==> src/rtl/ddr_pkg.sv <==
// Shared types and default timing for the DDR4 command sequencer.
package ddr_pkg;

  typedef enum logic [2:0] {
    NOP = 3'd0,
    ACT = 3'd1,
    RD  = 3'd2,
    WR  = 3'd3,
    PRE = 3'd4,
    REF = 3'd5
  } cmd_e;

  typedef enum logic [1:0] {
    S_INIT,
    S_IDLE,
    S_WAIT
  } state_e;

  localparam int NUM_BG    = 4;
  localparam int NUM_BA    = 4;
  localparam int NUM_BANKS = NUM_BG * NUM_BA;

  localparam int ROW_W_DEF  = 14;
  localparam int COL_W_DEF  = 10;
  localparam int T_INIT_DEF = 16;
  localparam int T_RCD_DEF  = 4;
  localparam int T_RAS_DEF  = 10;
  localparam int T_RP_DEF   = 4;
  localparam int T_CCD_DEF  = 4;
  localparam int T_RFC_DEF  = 26;

  // A17..A0 as a vector; bits 16:14 double as RAS_n/CAS_n/WE_n, so deselect is 1s there.
  localparam logic [17:0] ADDR_DES = 18'h1_C000;

  // Counters are loaded on the edge that puts a command on the pins, so a
  // constraint of t cycles needs t-1 to reach zero by the deciding cycle.
  function automatic logic [7:0] tc_load(input int t);
    return 8'(t - 1);
  endfunction

endpackage

==> src/rtl/ddr_bank_timer.sv <==
// Per-bank open flag and tRCD/tRAS/tRP down-counters.
module ddr_bank_timer
  import ddr_pkg::*;
#(
  parameter int T_RCD = T_RCD_DEF,
  parameter int T_RAS = T_RAS_DEF,
  parameter int T_RP  = T_RP_DEF
) (
  input  logic clk_sys,
  input  logic rst,
  input  logic do_act,
  input  logic do_close,
  output logic bank_open,
  output logic can_act,
  output logic can_rdwr,
  output logic can_pre
);

  logic [7:0] rcd_cnt, ras_cnt, rp_cnt;

  always_ff @(posedge clk_sys or posedge rst) begin
    if (rst) begin
      bank_open <= 1'b0;
      rcd_cnt   <= '0;
      ras_cnt   <= '0;
      rp_cnt    <= '0;
    end else begin
      if (do_act) begin
        bank_open <= 1'b1;
        rcd_cnt   <= tc_load(T_RCD);
        ras_cnt   <= tc_load(T_RAS);
      end else begin
        if (do_close) bank_open <= 1'b0;
        if (rcd_cnt != 8'd0) rcd_cnt <= rcd_cnt - 8'd1;
        if (ras_cnt != 8'd0) ras_cnt <= ras_cnt - 8'd1;
      end
      if (do_close) rp_cnt <= tc_load(T_RP);
      else if (rp_cnt != 8'd0) rp_cnt <= rp_cnt - 8'd1;
    end
  end

  assign can_act  = !bank_open && (rp_cnt == 8'd0);
  assign can_rdwr = bank_open && (rcd_cnt == 8'd0);
  assign can_pre  = !bank_open || (ras_cnt == 8'd0);

endmodule

==> src/rtl/ddr_cmd_sequencer.sv <==
// Single-request DDR4 command sequencer: holds one request, waits on timers, drives pins.
//  state  | meaning
//  S_INIT | CKE low, power-up count running
//  S_IDLE | holding register empty, ready for a request
//  S_WAIT | request held until its timers allow issue (or it is found illegal)
module ddr_cmd_sequencer
  import ddr_pkg::*;
#(
  parameter int ROW_W  = ROW_W_DEF,
  parameter int COL_W  = COL_W_DEF,
  parameter int T_INIT = T_INIT_DEF,
  parameter int T_RCD  = T_RCD_DEF,
  parameter int T_RAS  = T_RAS_DEF,
  parameter int T_RP   = T_RP_DEF,
  parameter int T_CCD  = T_CCD_DEF,
  parameter int T_RFC  = T_RFC_DEF
) (
  input  logic             CK_t,
  input  logic             reset,
  input  logic             req_valid,
  output logic             req_ready,
  input  logic [2:0]       req_cmd,
  input  logic [1:0]       req_bg,
  input  logic [1:0]       req_ba,
  input  logic [ROW_W-1:0] req_row,
  input  logic [COL_W-1:0] req_col,
  input  logic             req_ap,
  input  logic             req_bc,
  output logic             init_done,
  output logic             cmd_err,
  output logic             CKE,
  output logic             cs_n,
  output logic             act_n,
  output logic             RAS_n_A16,
  output logic             CAS_n_A15,
  output logic             WE_n_A14,
  output logic [1:0]       bg_addr,
  output logic [1:0]       ba_addr,
  output logic             A17,
  output logic             A13,
  output logic             A12_BC_n,
  output logic             A11,
  output logic             A10_AP,
  output logic [9:0]       A9_A0
);

  state_e state_q, state_d;
  logic [7:0] init_cnt, ccd_cnt, rfc_cnt;

  cmd_e             h_cmd;
  logic [1:0]       h_bg, h_ba;
  logic [ROW_W-1:0] h_row;
  logic [COL_W-1:0] h_col;
  logic             h_ap, h_bc;

  logic [NUM_BANKS-1:0] bank_open, can_act, can_rdwr, can_pre, do_act, do_close;
  logic [3:0]  sel;
  logic        go, err, load;
  logic        cs_d, act_d;
  logic [1:0]  bg_d, ba_d;
  logic [17:0] addr_d, addr_q;

  assign sel = {h_bg, h_ba};

  for (genvar i = 0; i < NUM_BANKS; i++) begin : g_bank
    ddr_bank_timer #(.T_RCD(T_RCD), .T_RAS(T_RAS), .T_RP(T_RP)) u_bank (
      .clk_sys  (CK_t),
      .rst      (reset),
      .do_act   (do_act[i]),
      .do_close (do_close[i]),
      .bank_open(bank_open[i]),
      .can_act  (can_act[i]),
      .can_rdwr (can_rdwr[i]),
      .can_pre  (can_pre[i])
    );
  end

  always_comb begin
    state_d   = state_q;
    req_ready = 1'b0;
    go        = 1'b0;
    err       = 1'b0;
    load      = 1'b0;
    do_act    = '0;
    do_close  = '0;
    cs_d      = 1'b1;
    act_d     = 1'b1;
    bg_d      = 2'd0;
    ba_d      = 2'd0;
    addr_d    = ADDR_DES;

    // Legality is judged only once the global timers would let the command out.
    if (state_q == S_WAIT && rfc_cnt == 8'd0) begin
      case (h_cmd)
        ACT:     if (bank_open[sel]) err = 1'b1; else go = can_act[sel];
        RD, WR:  if (ccd_cnt == 8'd0) begin
                   if (!bank_open[sel]) err = 1'b1; else go = can_rdwr[sel];
                 end
        PRE:     go = h_ap ? &can_pre : can_pre[sel];
        REF:     if (|bank_open) err = 1'b1; else go = 1'b1;
        default: go = 1'b1;
      endcase
    end

    if (go) begin
      cs_d = 1'b0;
      case (h_cmd)
        ACT: begin
          act_d       = 1'b0;
          bg_d        = h_bg;
          ba_d        = h_ba;
          addr_d      = 18'(h_row);
          do_act[sel] = 1'b1;
        end
        RD, WR: begin
          bg_d          = h_bg;
          ba_d          = h_ba;
          addr_d        = 18'(h_col);
          addr_d[16:14] = {1'b1, 1'b0, h_cmd == RD};
          addr_d[12]    = ~h_bc;
          addr_d[10]    = h_ap;
          do_close[sel] = h_ap;
        end
        PRE: begin
          addr_d        = '0;
          addr_d[16:14] = 3'b010;
          addr_d[10]    = h_ap;
          if (h_ap) begin
            do_close = '1;
          end else begin
            bg_d          = h_bg;
            ba_d          = h_ba;
            do_close[sel] = 1'b1;
          end
        end
        REF: begin
          addr_d        = '0;
          addr_d[16:14] = 3'b001;
        end
        default: cs_d = 1'b1;
      endcase
    end

    case (state_q)
      S_INIT: if (init_cnt == 8'd0) state_d = S_IDLE;
      S_IDLE: req_ready = 1'b1;
      S_WAIT: begin
        req_ready = go | err;
        if (go | err) state_d = S_IDLE;
      end
      default: state_d = S_INIT;
    endcase

    // NOP is accepted but never held.
    if (req_valid && req_ready && (cmd_e'(req_cmd) inside {ACT, RD, WR, PRE, REF})) begin
      load    = 1'b1;
      state_d = S_WAIT;
    end
  end

  always_ff @(posedge CK_t or posedge reset) begin
    if (reset) begin
      state_q   <= S_INIT;
      init_cnt  <= tc_load(T_INIT);
      ccd_cnt   <= '0;
      rfc_cnt   <= '0;
      CKE       <= 1'b0;
      init_done <= 1'b0;
      cmd_err   <= 1'b0;
      cs_n      <= 1'b1;
      act_n     <= 1'b1;
      bg_addr   <= '0;
      ba_addr   <= '0;
      addr_q    <= ADDR_DES;
      h_cmd     <= NOP;
      h_bg      <= '0;
      h_ba      <= '0;
      h_row     <= '0;
      h_col     <= '0;
      h_ap      <= 1'b0;
      h_bc      <= 1'b0;
    end else begin
      state_q <= state_d;
      if (state_q == S_INIT) begin
        if (init_cnt != 8'd0) begin
          init_cnt <= init_cnt - 8'd1;
        end else begin
          CKE       <= 1'b1;
          init_done <= 1'b1;
        end
      end
      if (go && (h_cmd == RD || h_cmd == WR)) ccd_cnt <= tc_load(T_CCD);
      else if (ccd_cnt != 8'd0) ccd_cnt <= ccd_cnt - 8'd1;
      if (go && h_cmd == REF) rfc_cnt <= tc_load(T_RFC);
      else if (rfc_cnt != 8'd0) rfc_cnt <= rfc_cnt - 8'd1;
      cmd_err <= err;
      cs_n    <= cs_d;
      act_n   <= act_d;
      bg_addr <= bg_d;
      ba_addr <= ba_d;
      addr_q  <= addr_d;
      if (load) begin
        h_cmd <= cmd_e'(req_cmd);
        h_bg  <= req_bg;
        h_ba  <= req_ba;
        h_row <= req_row;
        h_col <= req_col;
        h_ap  <= req_ap;
        h_bc  <= req_bc;
      end
    end
  end

  assign {A17, RAS_n_A16, CAS_n_A15, WE_n_A14, A13, A12_BC_n, A11, A10_AP} = addr_q[17:10];
  assign A9_A0 = addr_q[9:0];

endmodule

==> config.mk <==
export PLATFORM = sky130hd
export DESIGN_NAME = ddr_cmd_sequencer
export DESIGN_NICKNAME = d
export VERILOG_FILES = /design/src/rtl/ddr_pkg.sv /design/src/rtl/ddr_bank_timer.sv /design/src/rtl/ddr_cmd_sequencer.sv
export SDC_FILE = /design/constraint.sdc
export NUM_CORES = 1
export LEC_CHECK = 0
export CORE_ASPECT_RATIO = 0.7
export CORE_MARGIN = 2
export CORE_UTILIZATION = 49
export CTS_CLUSTER_DIAMETER = 30
export CTS_CLUSTER_SIZE = 8
export DETAILED_ROUTE_END_ITERATION = 10
export DONT_BUFFER_PORTS = 1
export GPL_TIMING_DRIVEN = 0
export PLACE_DENSITY_LB_ADDON = 0.15
export SYNTH_ARGS = -nofsm -noshare
export SYNTH_HDL_FRONTEND = slang
export SYNTH_HIERARCHICAL = 1
export SYNTH_SLANG_ARGS = --single-unit
==> constraint.sdc <==
create_clock -name CK_t -period 4 [get_ports CK_t]
set_clock_uncertainty 0.05 [all_clocks]
set_input_delay 0.4 -clock CK_t [delete_from_list [all_inputs] [get_ports CK_t]]
set_output_delay 0.4 -clock CK_t [all_outputs]
set_load 0.02 [all_outputs]
# [Word-level counts from Yosys, hierarchy flattened]
# Cells that the tools add are included.
[op_classes] n_reduce_logical=249 eq_ne=15 add_sub_neg=51 n_mux=178 n_lt_le_gt_ge=2 bitwise=4
[ops] operator="2-to-1 mux 8 bit" count=100
[ops] operator="zero test 8 bit" count=51
[ops] operator="nonzero test 8 bit" count=51
[ops] operator="subtractor 8 x 1 -> 8 bit, second input constant" count=51
[ops] operator="nonzero test 2 bit" count=66
[ops] operator="one-hot mux 17 bit (4 select lines)" count=1
[ops] operator="2-to-1 mux 16 bit" count=4
[ops] operator="2-to-1 mux 1 bit" count=53
[ops] operator="logical AND 1 bit" count=38
[ops] operator="one-hot mux 16 bit (2 select lines)" count=1
[ops] operator="logical OR 1 bit" count=17
[ops] operator="2-to-1 mux 17 bit" count=1
[ops] operator="AND 16 bit" count=1
[ops] operator="binary-select mux 1 bit (select 4 bit)" count=4
[ops] operator="zero test 1 bit" count=16
[ops] operator="AND reduction 16 bit" count=1
[ops] operator="OR reduction 16 bit" count=1
[ops] operator="2-to-1 mux 2 bit" count=7
[ops] operator="equality test 3 x 2 -> 1 bit, second input constant" count=4
[ops] operator="equality test 3 bit, second input constant" count=4
[ops] operator="one-hot mux 2 bit (2 select lines)" count=2
[ops] operator="equality test 3 x 1 -> 1 bit, second input constant" count=2
[ops] operator="one-hot mux 2 bit (3 select lines)" count=1
[ops] operator="less-than comparator 4 x 5 -> 1 bit, second input constant" count=1
[ops] operator="19 further kinds" count=21
[totals] out_inout_bits=28 input_bits=36 regBits=485 elab_cells=581

# [Longest topological paths before layout]
# Gate-level depths: netlist (run 1).
[depth] word_depth=14 mapped_depth=19 depth_no_buf=16

# [Cells and area by module]
# Netlist (run 1), hierarchy kept.
[by_module_without_submodules] mod="ddr_bank_timer at g_bank[0].u_bank ..." instances=15 seq_area_each_um2=625.6 area_per_inst_um2=1372.6 cells_each=145
[by_module_without_submodules] mod="ddr_cmd_sequencer" instances=1 seq_area_each_um2=2113.3 area_per_inst_um2=4548.1 cells_each=431
[by_module_without_submodules] mod="ddr_bank_timer at g_bank[15].u_bank" instances=1 seq_area_each_um2=625.6 area_per_inst_um2=1398.8 cells_each=148

# [Worst setup path after synthesis (run 1)]
# OpenSTA, ideal clock, no wires.
[synth_timing] path_type="flip-flop to flip-flop" startpoint="register g_bank[7].u_bank.rcd_cnt[0]" endpoint="register g_bank[15].u_bank.rp_cnt[2]" slack_ns=0.305 path_buffers=1 t_arrival_ns=3.525 stages_incl_launch_ff=16 cell_sequence="dfrtp_1 > inv_1 > ha_1 > nor4b_1 > and3_1 > mux2i_1 > a221oi_1 > a22oi_1 > or4b_1 > nand4_1 > nand2_1 > a21oi_1 > clkbuf_1 > inv_1 > and3_1 > a31o_2"
[synth_via] elab_chain_len=10 word_cells_on_any_way=11 classes_between="8 x mux; 3 x reduce/logical"
[synth_rtl] element="start: declaration" line="ddr_bank_timer.sv:19" source="logic [7:0] rcd_cnt, ras_cnt, rp_cnt;"
[synth_rtl] element="start signal: assignment" line="ddr_bank_timer.sv:30" source="rcd_cnt <= tc_load(T_RCD);"
[synth_rtl] element="start signal: assignment" line="ddr_bank_timer.sv:34" source="if (rcd_cnt != 8'd0) rcd_cnt <= rcd_cnt - 8'd1;"
[synth_rtl] element="zero test 8 bit (*)" line="ddr_bank_timer.sv:43" source="assign can_rdwr = bank_open && (rcd_cnt == 8'd0);"
[synth_rtl] element="logical AND 1 bit (*)" line="ddr_bank_timer.sv:43"
[synth_rtl] element="via can_rdwr[7]" line="ddr_cmd_sequencer.sv:56" source="logic [NUM_BANKS-1:0] bank_open, can_act, can_rdwr, can_pre, do_act, do_close;"
[synth_rtl] element="binary-select mux 1 bit (select 4 bit) (*)" line="ddr_cmd_sequencer.sv:97" source="if (!bank_open[sel]) err = 1'b1; else go = can_rdwr[sel];"
[synth_rtl] element="2-to-1 mux 1 bit (not written as such) (*)" line="ddr_cmd_sequencer.sv:97"
[synth_rtl] element="2-to-1 mux 1 bit (*)" line="ddr_cmd_sequencer.sv:97"
[synth_rtl] element="2-to-1 mux 1 bit (*)" line="ddr_cmd_sequencer.sv:96" source="RD, WR: if (ccd_cnt == 8'd0) begin"
[synth_rtl] element="one-hot mux 1 bit (4 select lines) (*)" line="ddr_cmd_sequencer.sv:94" source="case (h_cmd)"
[synth_rtl] element="2-to-1 mux 1 bit (*)" line="ddr_cmd_sequencer.sv:93" source="if (state_q == S_WAIT && rfc_cnt == 8'd0) begin"
[synth_rtl] element="2-to-1 mux 16 bit (*)" line="ddr_cmd_sequencer.sv:105" source="if (go) begin"
[synth_rtl] element="via do_close[15]" line="ddr_cmd_sequencer.sv:56"
[synth_rtl] element="2-to-1 mux 8 bit / nonzero test 2 bit (equally long branches)"
[synth_rtl] element="end signal: assignment" line="ddr_bank_timer.sv:37" source="if (do_close) rp_cnt <= tc_load(T_RP);"
[synth_rtl] element="end signal: assignment" line="ddr_bank_timer.sv:38" source="else if (rp_cnt != 8'd0) rp_cnt <= rp_cnt - 8'd1;"
[synth_rtl] element="end: declaration" line="ddr_bank_timer.sv:19"
# Mark *: on every way through the listed nets, which the timed path passes. The rest lies on a longest branch. The select of a mux whose other input is x is not followed.
# A chain may end at the register's enable or synchronous reset.

# [Final worst setup path (run 1)]
[layout_timing] startpoint="register g_bank[15].u_bank.ras_cnt[0]" endpoint="output port req_ready"
[layout_via] elab_chain_len=9 word_cells_on_any_way=10 classes_between="6 x mux; 1 x bitwise; 3 x reduce/logical"
[layout_rtl] element="start: declaration" line="ddr_bank_timer.sv:19"
[layout_rtl] element="start signal: assignment" line="ddr_bank_timer.sv:31" source="ras_cnt <= tc_load(T_RAS);"
[layout_rtl] element="start signal: assignment" line="ddr_bank_timer.sv:35" source="if (ras_cnt != 8'd0) ras_cnt <= ras_cnt - 8'd1;"
[layout_rtl] element="zero test 8 bit (*)" line="ddr_bank_timer.sv:44" source="assign can_pre = !bank_open || (ras_cnt == 8'd0);"
[layout_rtl] element="logical OR 1 bit (*)" line="ddr_bank_timer.sv:44"
[layout_rtl] element="via can_pre[15]" line="ddr_cmd_sequencer.sv:56"
[layout_rtl] element="binary-select mux 1 bit (select 4 bit)" line="ddr_cmd_sequencer.sv:99" source="PRE: go = h_ap ? &can_pre : can_pre[sel];"
[layout_rtl] element="2-to-1 mux 1 bit (not written as such)" line="ddr_cmd_sequencer.sv:99"
[layout_rtl] element="2-to-1 mux 1 bit (*)" line="ddr_cmd_sequencer.sv:99"
[layout_rtl] element="one-hot mux 1 bit (4 select lines) (*)" line="ddr_cmd_sequencer.sv:94"
[layout_rtl] element="2-to-1 mux 1 bit (*)" line="ddr_cmd_sequencer.sv:93"
[layout_rtl] element="OR 1 bit (*)" line="ddr_cmd_sequencer.sv:148" source="req_ready = go | err;"
[layout_rtl] element="one-hot mux 1 bit (2 select lines) (*)" line="ddr_cmd_sequencer.sv:144" source="case (state_q)"
[layout_rtl] element="end: declaration" line="ddr_cmd_sequencer.sv:21" source="output logic req_ready,"
# Marks and branches as above.

==> insert_results.sql, run 1 <==
INSERT INTO impl_metrics (metric_group, metric, value, unit) VALUES
('power_and_ir_drop', 'comb_power_share', '35.5', '%'),
('worst_setup_path', 'cp.required', '3.55', 'ns'),
('synthesis', 'synth-edff-count', '0', ''),
('synthesis', 'synth.largest_area_cell', 'sky130_fd_sc_hd__dfrtp_1', ''),
('synthesis', 'synth_fp_nets', '2878', ''),
('synthesis', 'yosys.area.top_type_share', '44.8', '%'),
('worst_setup_path', 'wp_data_arrival', '3.58', 'ns'),
('synthesis', 'synth.ff_latch_count', '484', ''),
('timing', 'max_slew.worst_pin.slew', '1.19', 'ns'),
('floorplan', 'floorplan.rows', '71', ''),
('timing', 'report.final.setup_viol', '1', ''),
('status', 'failing_checks', 'setup timing', ''),
('floorplan', 'die_h', '199', 'µm'),
('final_layout', 'net_count_of_the_finished_layout', '3119', ''),
('route', 'post_drt_wl_per_cell', '18.7', 'µm'),
('synthesis', 'ys.warnings.count', '6', ''),
('status', 'run_status', 'finished, violations left', ''),
('global_route', 'pin_count_of_the_biggest_net_entering_global_routing', '52', ''),
('flow_run', 'maxCapViolations', '0', ''),
('route', 'route.antenna.remaining_nets', '0', ''),
('floorplan', 'floorplan.initialDensity', '49.5', '%'),
('worst_setup_path', 'worst-path-max-fanout', '3', ''),
('worst_setup_path', 'worst-setup-path-type', 'flip-flop to output port', ''),
('floorplan', 'design.core.area', '53700', 'µm²'),
('worst_setup_path', 'start_kind', 'flip-flop', ''),
('final_layout', 'areaGrowthSynthToFinish', '28.6', '%'),
('hold_path', 'timing.hold.worst.class', 'input port to flip-flop', ''),
('hold_path', 'holdPathStages', '4', ''),
('synthesis', 'mappedNetlistArea', '26500', 'µm²'),
('worst_setup_path', 'worst_r2r_endpoint', 'g_bank[9].u_bank/rp_cnt[2]', ''),
('final_layout', 'layout.core_utilization', '63.6', '%'),
('power_and_ir_drop', 'power_density', '891', 'nW/µm²'),
('power_and_ir_drop', 'peakVddDrop', '0.574', 'mV'),
('worst_setup_path', 'worst_path_max_delay_cell', 'sky130_fd_sc_hd__mux4_2', ''),
('cts', 'ctsHtreeMaxLevel', '3', ''),
('place', 'numPortBuffers', '0', ''),
('global_route', 'first_pass_grt_wire_length', '115000', 'µm'),
('synthesis', 'post_synth.cell_area_avg', '9.64', 'µm²'),
('cts', 'cts_buffers', '104', ''),
('power_and_ir_drop', 'power.sequential.fraction', '34.3', '%'),
('timing', 'fmax', '248', 'MHz'),
('cts', 'clkSinkCount', '484', ''),
('timing', 'worst_slew_margin_rel', '20.9', '%'),
('worst_setup_path', 'crit-reg2reg-launch', 'g_bank[7].u_bank/rcd_cnt[1]', ''),
('synthesis', 'synth_sequential_area_ratio', '45.7', '%'),
('cts', 'root_buffer_selected_by_cts', 'sky130_fd_sc_hd__clkbuf_16', ''),
('cts', 'insertion_delay', '0.64', 'ns'),
('power_and_ir_drop', 'total_power', '30.4', 'mW'),
('place', 'pre_cts_slack', '-1.38', 'ns'),
('worst_setup_path', 'worst-r2r-setup-slack', '0.06', 'ns'),
('synthesis', 'syn-instance-count', '2754', ''),
('place', 'gp_congestion', '0.918', ''),
('power_and_ir_drop', 'clockPowerShare', '30.2', '%'),
('worst_setup_path', 'critical_path.top_delay_family', 'multiplexers', ''),
('floorplan', 'fp.dieArea', '56100', 'µm²'),
('route', 'drt_first_pass_iters', '6', ''),
('route', 'drt_initial_violations', '2121', ''),
('synthesis', 'netlist-cell-type-count', '76', ''),
('final_layout', 'layout.cells.most_common', 'sky130_fd_sc_hd__dfrtp_1', ''),
('synthesis', 'synth_flop_cell', 'sky130_fd_sc_hd__dfrtp_1', ''),
('worst_setup_path', 'worst_reg2reg_path_length_in_cells', '15', ''),
('worst_setup_path', 'cp_slowest_stage_delay', '0.48', 'ns'),
('timing', 'final.min_clock_period', '4.03', 'ns'),
('timing', 'layout_setup_ws', '-0.0333', 'ns'),
('cts', 'tritoncts', 'built', ''),
('worst_setup_path', 'critical_path.endpoint_type', 'output port', ''),
('final_layout', 'n_antenna_cell', '0', ''),
('global_route', 'number_of_antenna_violations_at_the_first_check_in_global_routing', '1', ''),
('power_and_ir_drop', 'power.leakage', '13.8', 'nW'),
('power_and_ir_drop', 'power_switching_share', '38.1', '%'),
('power_and_ir_drop', 'power.internal', '18.8', 'mW');
## cells in the mapped netlist, drive strengths merged (9+ instances only)
cell type and n:
a31o 33, a32o 15, a22oi 14, or3b 33, o31ai 66, nor2b 40, o31a 17, clkbuf 46
nor4b 17, a211o 16, nand2b 25, dfrtp 475, or3 50, a2111oi 30, ha 88, a21oi 271
mux2 39, and3 19, nor2 98, mux2i 16, xnor2 11, or2 19, o21a 45, nand2 134
a21o 50, dfstp 9, inv 210, o21ai 182, o41ai 19, or4 114, or4b 17, buf 15
a2111o 15, nand3 103, o211ai 33, nor3b 31, nor3 168, a211oi 33, nor4 87
## flip-flops by register name, indices dropped and copies added, names as in the netlist, 8 cells and up
| name | flops |
|---|---|
| g_bank.u_bank/ras_cnt | 128 |
| g_bank.u_bank/rcd_cnt | 128 |
| g_bank.u_bank/rp_cnt | 128 |
| addr_q | 17 |
| g_bank.u_bank/bank_open | 16 |
| h_row | 14 |
| h_col | 10 |
| ccd_cnt | 8 |
| init_cnt | 8 |
| rfc_cnt | 8 |
## worst max path at each step
stage / slack (ns) / startpoint / cells past startpoint / to
2_1_floorplan: 0.31 / g_bank[7].u_bank/rcd_cnt[0] / 15 / g_bank[15].u_bank/rp_cnt[2]
3_3_place_gp: -1.35 / g_bank[3].u_bank/rcd_cnt[0] / 14 / g_bank[14].u_bank/ras_cnt[1]
3_5_place_dp: -1.38 / g_bank[3].u_bank/rcd_cnt[0] / 14 / g_bank[14].u_bank/rcd_cnt[4]
4_1_cts: 0.004 / g_bank[11].u_bank/rcd_cnt[0] / 11 / req_ready
5_1_grt: -0.17 / g_bank[15].u_bank/ras_cnt[0] / 12 / req_ready
6_report: -0.03 / g_bank[15].u_bank/ras_cnt[0] / 12 / req_ready
## worst register-to-register path, cell delays in order (launching register included)
cell and delay [ns]:
sky130_fd_sc_hd__dfrtp_1 0.39, sky130_fd_sc_hd__inv_1 0.12, sky130_fd_sc_hd__ha_4 0.16, sky130_fd_sc_hd__nor4b_4 0.27, sky130_fd_sc_hd__and3_4 0.25, sky130_fd_sc_hd__mux2i_4 0.10, sky130_fd_sc_hd__a221oi_2 0.32, sky130_fd_sc_hd__a22oi_2 0.14
sky130_fd_sc_hd__or4b_4 0.54, sky130_fd_sc_hd__nand4_1 0.19, sky130_fd_sc_hd__buf_4 0.14, sky130_fd_sc_hd__nand2_2 0.16, sky130_fd_sc_hd__clkbuf_8 0.28, sky130_fd_sc_hd__a21oi_4 0.28, sky130_fd_sc_hd__inv_1 0.18, sky130_fd_sc_hd__a31o_2 0.27
## cell type report
| class | count | area [µm²] | area share, % |
|---|---|---|---|
| multi-input cells | 1999 | 14900 | 43.8 |
| plain buffers | 51 | 289 | 0.847 |
| flip-flops and latches | 484 | 12100 | 35.6 |
| well taps | 730 | 913 | 2.68 |
| clock buffers | 139 | 2900 | 8.51 |
| inverters | 210 | 796 | 2.33 |
| clock inverters | 57 | 893 | 2.62 |
| repair buffers | 145 | 1250 | 3.67 |
## stage by stage
stage / hold WS, ns / TNS, ns
final: 0.376 / -0.0333
after global routing: 0.353 / -2.18
after CTS: 0.335 / 0
after detailed placement: 0.296 / -274.96
after global placement: 0.400 / -245.15
after floorplan: 0.377 / 0
## timing repair
action	in CTS	in global routing
gates resized for setup	217	158
hold endpoints to repair	466	0
setup buffers	54	55
cloned	0	1
endpoints found under the setup margin	456	314
pin swaps	16	26
hold buffers	36	0
## power by group through the flow
stage	logic [mW]	registers (mW)	clock network (mW)
floorplan	7.48	9.09	0
global placement	8.77	9.59	0
detailed placement	9.20	9.74	0
CTS	10.0	10.1	9.34
global route	12.0	10.8	9.64
finish	10.8	10.4	9.19
## metal layers
metal | GRT usage (%) | up-vias | routed length [µm]
met5 | 0 | - | 0
met4 | 7.33 | 0 | 1420
met3 | 5.19 | 105 | 4300
met2 | 37.1 | 708 | 32000
met1 | 36.7 | 11600 | 33500
li1 | - | 11000 | -
## logic make-up (layout without fill, tap and decap cells)
logic type               after synthesis  in the layout  synth area share [%]
AND/OR/NAND/NOR                      974            974                  21.6
AO/OA/AOI/OAI                        858            858                  21.1
flip-flops                           484            484                  45.7
buffers and inverters                271            602                  4.02
adder cells (fa/ha/maj)               88             88                  4.15
multiplexers                          63             63                  2.94
XOR/XNOR                              15             15                 0.495
other                                  1              1                0.0141
Note: power is estimated with default switching activity, not from simulation.
==> run 2: changes to the inputs <==
PLACE_DENSITY = 0.66   (was not set)
PLACE_DENSITY_LB_ADDON = not set   (was 0.15)
==> insert_results.sql, run 2 (synthesized netlist as in run 1, its figures left out) <==
INSERT INTO impl_metrics (metric_group, metric, value, unit) VALUES
('status', 'run_status', 'finished, violations left', ''),
('status', 'failing_checks', 'setup timing', ''),
('route', 'post_drt_via_cell_ratio', '6.27', ''),
('floorplan', 'design.portCount', '64', ''),
('timing', 'final.min_clock_period', '4.04', 'ns'),
('power_and_ir_drop', 'comb_power_share', '36.3', '%'),
('timing', 'slew_violations', '0', ''),
('route', 'drt_initial_violations', '2226', ''),
('timing', 'layout_setup_ws', '-0.0405', 'ns'),
('power_and_ir_drop', 'peakVddDrop', '0.636', 'mV'),
('cts', 'clkSinkCount', '484', ''),
('route', 'wl', '72400', 'µm'),
('power_and_ir_drop', 'power.sequential.fraction', '35.4', '%'),
('global_route', 'via_count_of_the_first_global_routing_pass', '22300', ''),
('worst_setup_path', 'cp_slowest_stage_delay', '0.47', 'ns'),
('route', 'post_drt_wl_per_cell', '19.1', 'µm'),
('route', 'drt_first_pass_iters', '8', ''),
('timing', 'fmax', '247', 'MHz'),
('floorplan', 'floorplan.rows', '71', ''),
('place', 'numPortBuffers', '0', ''),
('final_layout', 'final-seq-area', '12100', 'µm²'),
('worst_setup_path', 'critical_path.endpoint_type', 'output port', ''),
('final_layout', 'net_count_of_the_finished_layout', '3105', ''),
('timing', 'setup_repair_after_global_routing_missed_its_margin', 'yes', ''),
('cts', 'worst_path_clk_slew', '0.05', 'ns'),
('final_layout', 'areaGrowthSynthToFinish', '26.6', '%'),
('global_route', 'pin_count_of_the_biggest_net_entering_global_routing', '77', ''),
('global_route', 'number_of_antenna_violations_at_the_first_check_in_global_routing', '1', ''),
('worst_setup_path', 'path_cells', 'inv_2 -> ha_4 -> nor3b_4 -> nand2_2 -> nand2_2 -> mux4_2 -> mux2_4 -> a221o_1 -> nand4b_1 -> nand4_1 -> buf_4 -> o31a_1', ''),
('cts', 'cts_buffers', '98', ''),
('final_layout', 'post_route_cells_drive_above_1_share', '22.4', '%'),
('timing', 'layout_worst_path_cycle_share', '101', '%'),
('final_layout', 'num-fill-cells', '4214', ''),
('cts', 'ctsHtreeMaxLevel', '3', ''),
('floorplan', 'design.core.area', '53700', 'µm²'),
('power_and_ir_drop', 'power_density', '879', 'nW/µm²'),
('power_and_ir_drop', 'power.leakage', '13.7', 'nW'),
('power_and_ir_drop', 'power.internal', '18.0', 'mW'),
('place', 'gp_congestion', '0.917', ''),
('worst_setup_path', 'wp_data_arrival', '3.59', 'ns'),
('power_and_ir_drop', 'total_power', '29.5', 'mW'),
('global_route', 'grt_overflow_total', '0', ''),
('timing', 'worst_slew_margin_rel', '22.5', '%'),
('worst_setup_path', 'worst-setup-path-type', 'flip-flop to output port', ''),
('worst_setup_path', 'cp.required', '3.55', 'ns'),
('worst_setup_path', 'critPathMostFrequentCell', 'sky130_fd_sc_hd__nand2_2', ''),
('final_layout', 'layout.cell_area.non_filler', '33600', 'µm²'),
('route', 'post-route-drc-count', '0', ''),
('place', 'place_hpwl', '46700', 'µm'),
('floorplan', 'die_h', '199', 'µm'),
('timing', 'report.final.setup_viol', '1', ''),
('timing', 'max_slew.worst_pin.slew', '1.16', 'ns'),
('flow_run', 'maxCapViolations', '0', ''),
('cts', 'insertion_delay', '0.65', 'ns'),
('hold_path', 'timing.hold.worst.class', 'input port to flip-flop', ''),
('final_layout', 'biggestRegsByFlops', 'g_bank.u_bank/ras_cnt: 128 flops, g_bank.u_bank/rcd_cnt: 128 flops, g_bank.u_bank/rp_cnt: 128 flops', ''),
('floorplan', 'chipWidth', '282', 'µm'),
('power_and_ir_drop', 'clockPowerShare', '28.3', '%'),
('cts', 'root_buffer_selected_by_cts', 'sky130_fd_sc_hd__clkbuf_16', ''),
('final_layout', 'layout.cells.most_common_list', '465 x sky130_fd_sc_hd__dfrtp_1, 255 x sky130_fd_sc_hd__a21oi_1, 188 x sky130_fd_sc_hd__inv_1, 181 x sky130_fd_sc_hd__o21ai_0, 157 x sky130_fd_sc_hd__nor3_1', ''),
('worst_setup_path', 'worst_path_max_delay_cell', 'sky130_fd_sc_hd__mux4_2', ''),
('final_layout', 'multi_input_comb_area', '14800', 'µm²'),
('final_layout', 'layout.cells.most_common', 'sky130_fd_sc_hd__dfrtp_1', ''),
('power_and_ir_drop', 'switching_component_of_the_power', '11.6', 'mW'),
('worst_setup_path', 'worst-path-max-fanout', '5', ''),
('cts', 'tritoncts', 'built', ''),
('route', 'route.vias.total', '23800', ''),
('cts', 'cts-root-to-sink-buffers', '3', ''),
('floorplan', 'fp.dieArea', '56100', 'µm²'),
('power_and_ir_drop', 'power_switching_share', '39.1', '%'),
('global_route', 'grtUsageTotal', '24.9', '%'),
('worst_setup_path', 'start_kind', 'flip-flop', ''),
('global_route', 'first_pass_grt_wire_length', '114000', 'µm'),
('place', 'detailed_place.area', '27500', 'µm²'),
('floorplan', 'floorplan.initialDensity', '49.5', '%'),
('route', 'route.antenna.remaining_nets', '0', ''),
('timing', 'final_report_hold_violation_count', '0', '');
-- run 2: cell count changes in the layout (fill, tap and decap cells not counted), moves of 7 or more --
cell                        change
sky130_fd_sc_hd__inv_1         +12
sky130_fd_sc_hd__mux2_4         +7
sky130_fd_sc_hd__bufinv_16      -7
sky130_fd_sc_hd__buf_4         -11
sky130_fd_sc_hd__inv_2         -12
sky130_fd_sc_hd__nand2_2        -8
sky130_fd_sc_hd__mux2_1         -8
-- run 2: routing by layer --
| metal | vias to the layer above | GRT usage [%] | part of all wire, % |
|---|---|---|---|
| li1 | 11000 | - | - |
| met1 | 11800 | 35.8 | 46 |
| met2 | 763 | 37.4 | 45 |
| met3 | 147 | 5.65 | 6.6 |
| met4 | 0 | 7.43 | 2.3 |
| met5 | - | 0 | 0 |
-- run 2: final timing paths --
path,cells after the start,slack (ns),start,end
hold reg to reg,1,0.42,ccd_cnt[5],ccd_cnt[5]
setup / recovery,12,-0.04,g_bank[15].u_bank/ras_cnt[0],req_ready
min in group asynchronous,3,0.66,reset,g_bank[4].u_bank/rp_cnt[2]
hold / removal,2,0.39,req_col[4],h_col[4]
max in group asynchronous,5,2.06,reset,init_cnt[2]
setup reg to reg,14,0.03,g_bank[0].u_bank/rp_cnt[0],g_bank[4].u_bank/ras_cnt[5]
-- run 2: cell type report --
| cell class | instances | share of cell area [%] |
|---|---|---|
| antenna | 2 | 0.0149 |
| inverter | 210 | 2.37 |
| clock inverter | 47 | 2.05 |
| timing repair buffer | 137 | 3.69 |
| multi-input combinational | 1999 | 44.0 |
| tap | 730 | 2.72 |
| buffer | 51 | 0.950 |
| sequential | 484 | 36.1 |
| clock buffer | 131 | 8.09 |
-- run 2: stage by stage --
step	setup TNS (ns)	utilization (%)	cells	setup WS, ns	hold WS, ns
3_3_place_gp	-212.22	51.2	3484	-1.18	0.402
3_5_place_dp	-216.63	51.2	3485	-1.17	0.152
5_1_grt	-3.03	62.6	3790	-0.196	0.359
2_1_floorplan	0	-	2754	0.305	0.377
6_report	-0.0405	62.6	3791	-0.0405	0.391
4_1_cts	-0.296	60.8	3749	-0.0902	0.283
-- run 2: worst max-delay path, delay by kind of cell (launching register included) --
family,cells,cell delay [ns]
muxes,2,0.75
AOI/OAI and AO/OA,2,0.75
and+or+nand+nor,5,0.64
DFF,1,0.38
buffers and inverters,2,0.25
adders and majority gates,1,0.17
-- run 2: power by group through the flow --
stage / combinational, mW / clock, mW / sequential [mW]
floorplan: 7.48 / 0 / 9.09
global placement: 8.73 / 0 / 9.58
detailed placement: 9.21 / 0 / 9.75
CTS: 9.94 / 8.50 / 10.0
global route: 11.9 / 8.78 / 10.8
finish: 10.7 / 8.36 / 10.5
-- run 2: repair_timing --
action,CTS,global route
setup buffers,55,43
hold buffers,36,0
resized for setup,192,153
endpoints found under the setup margin,439,318
endpoints found under the hold margin,508,0
pin swaps,13,21
gates cloned,0,4
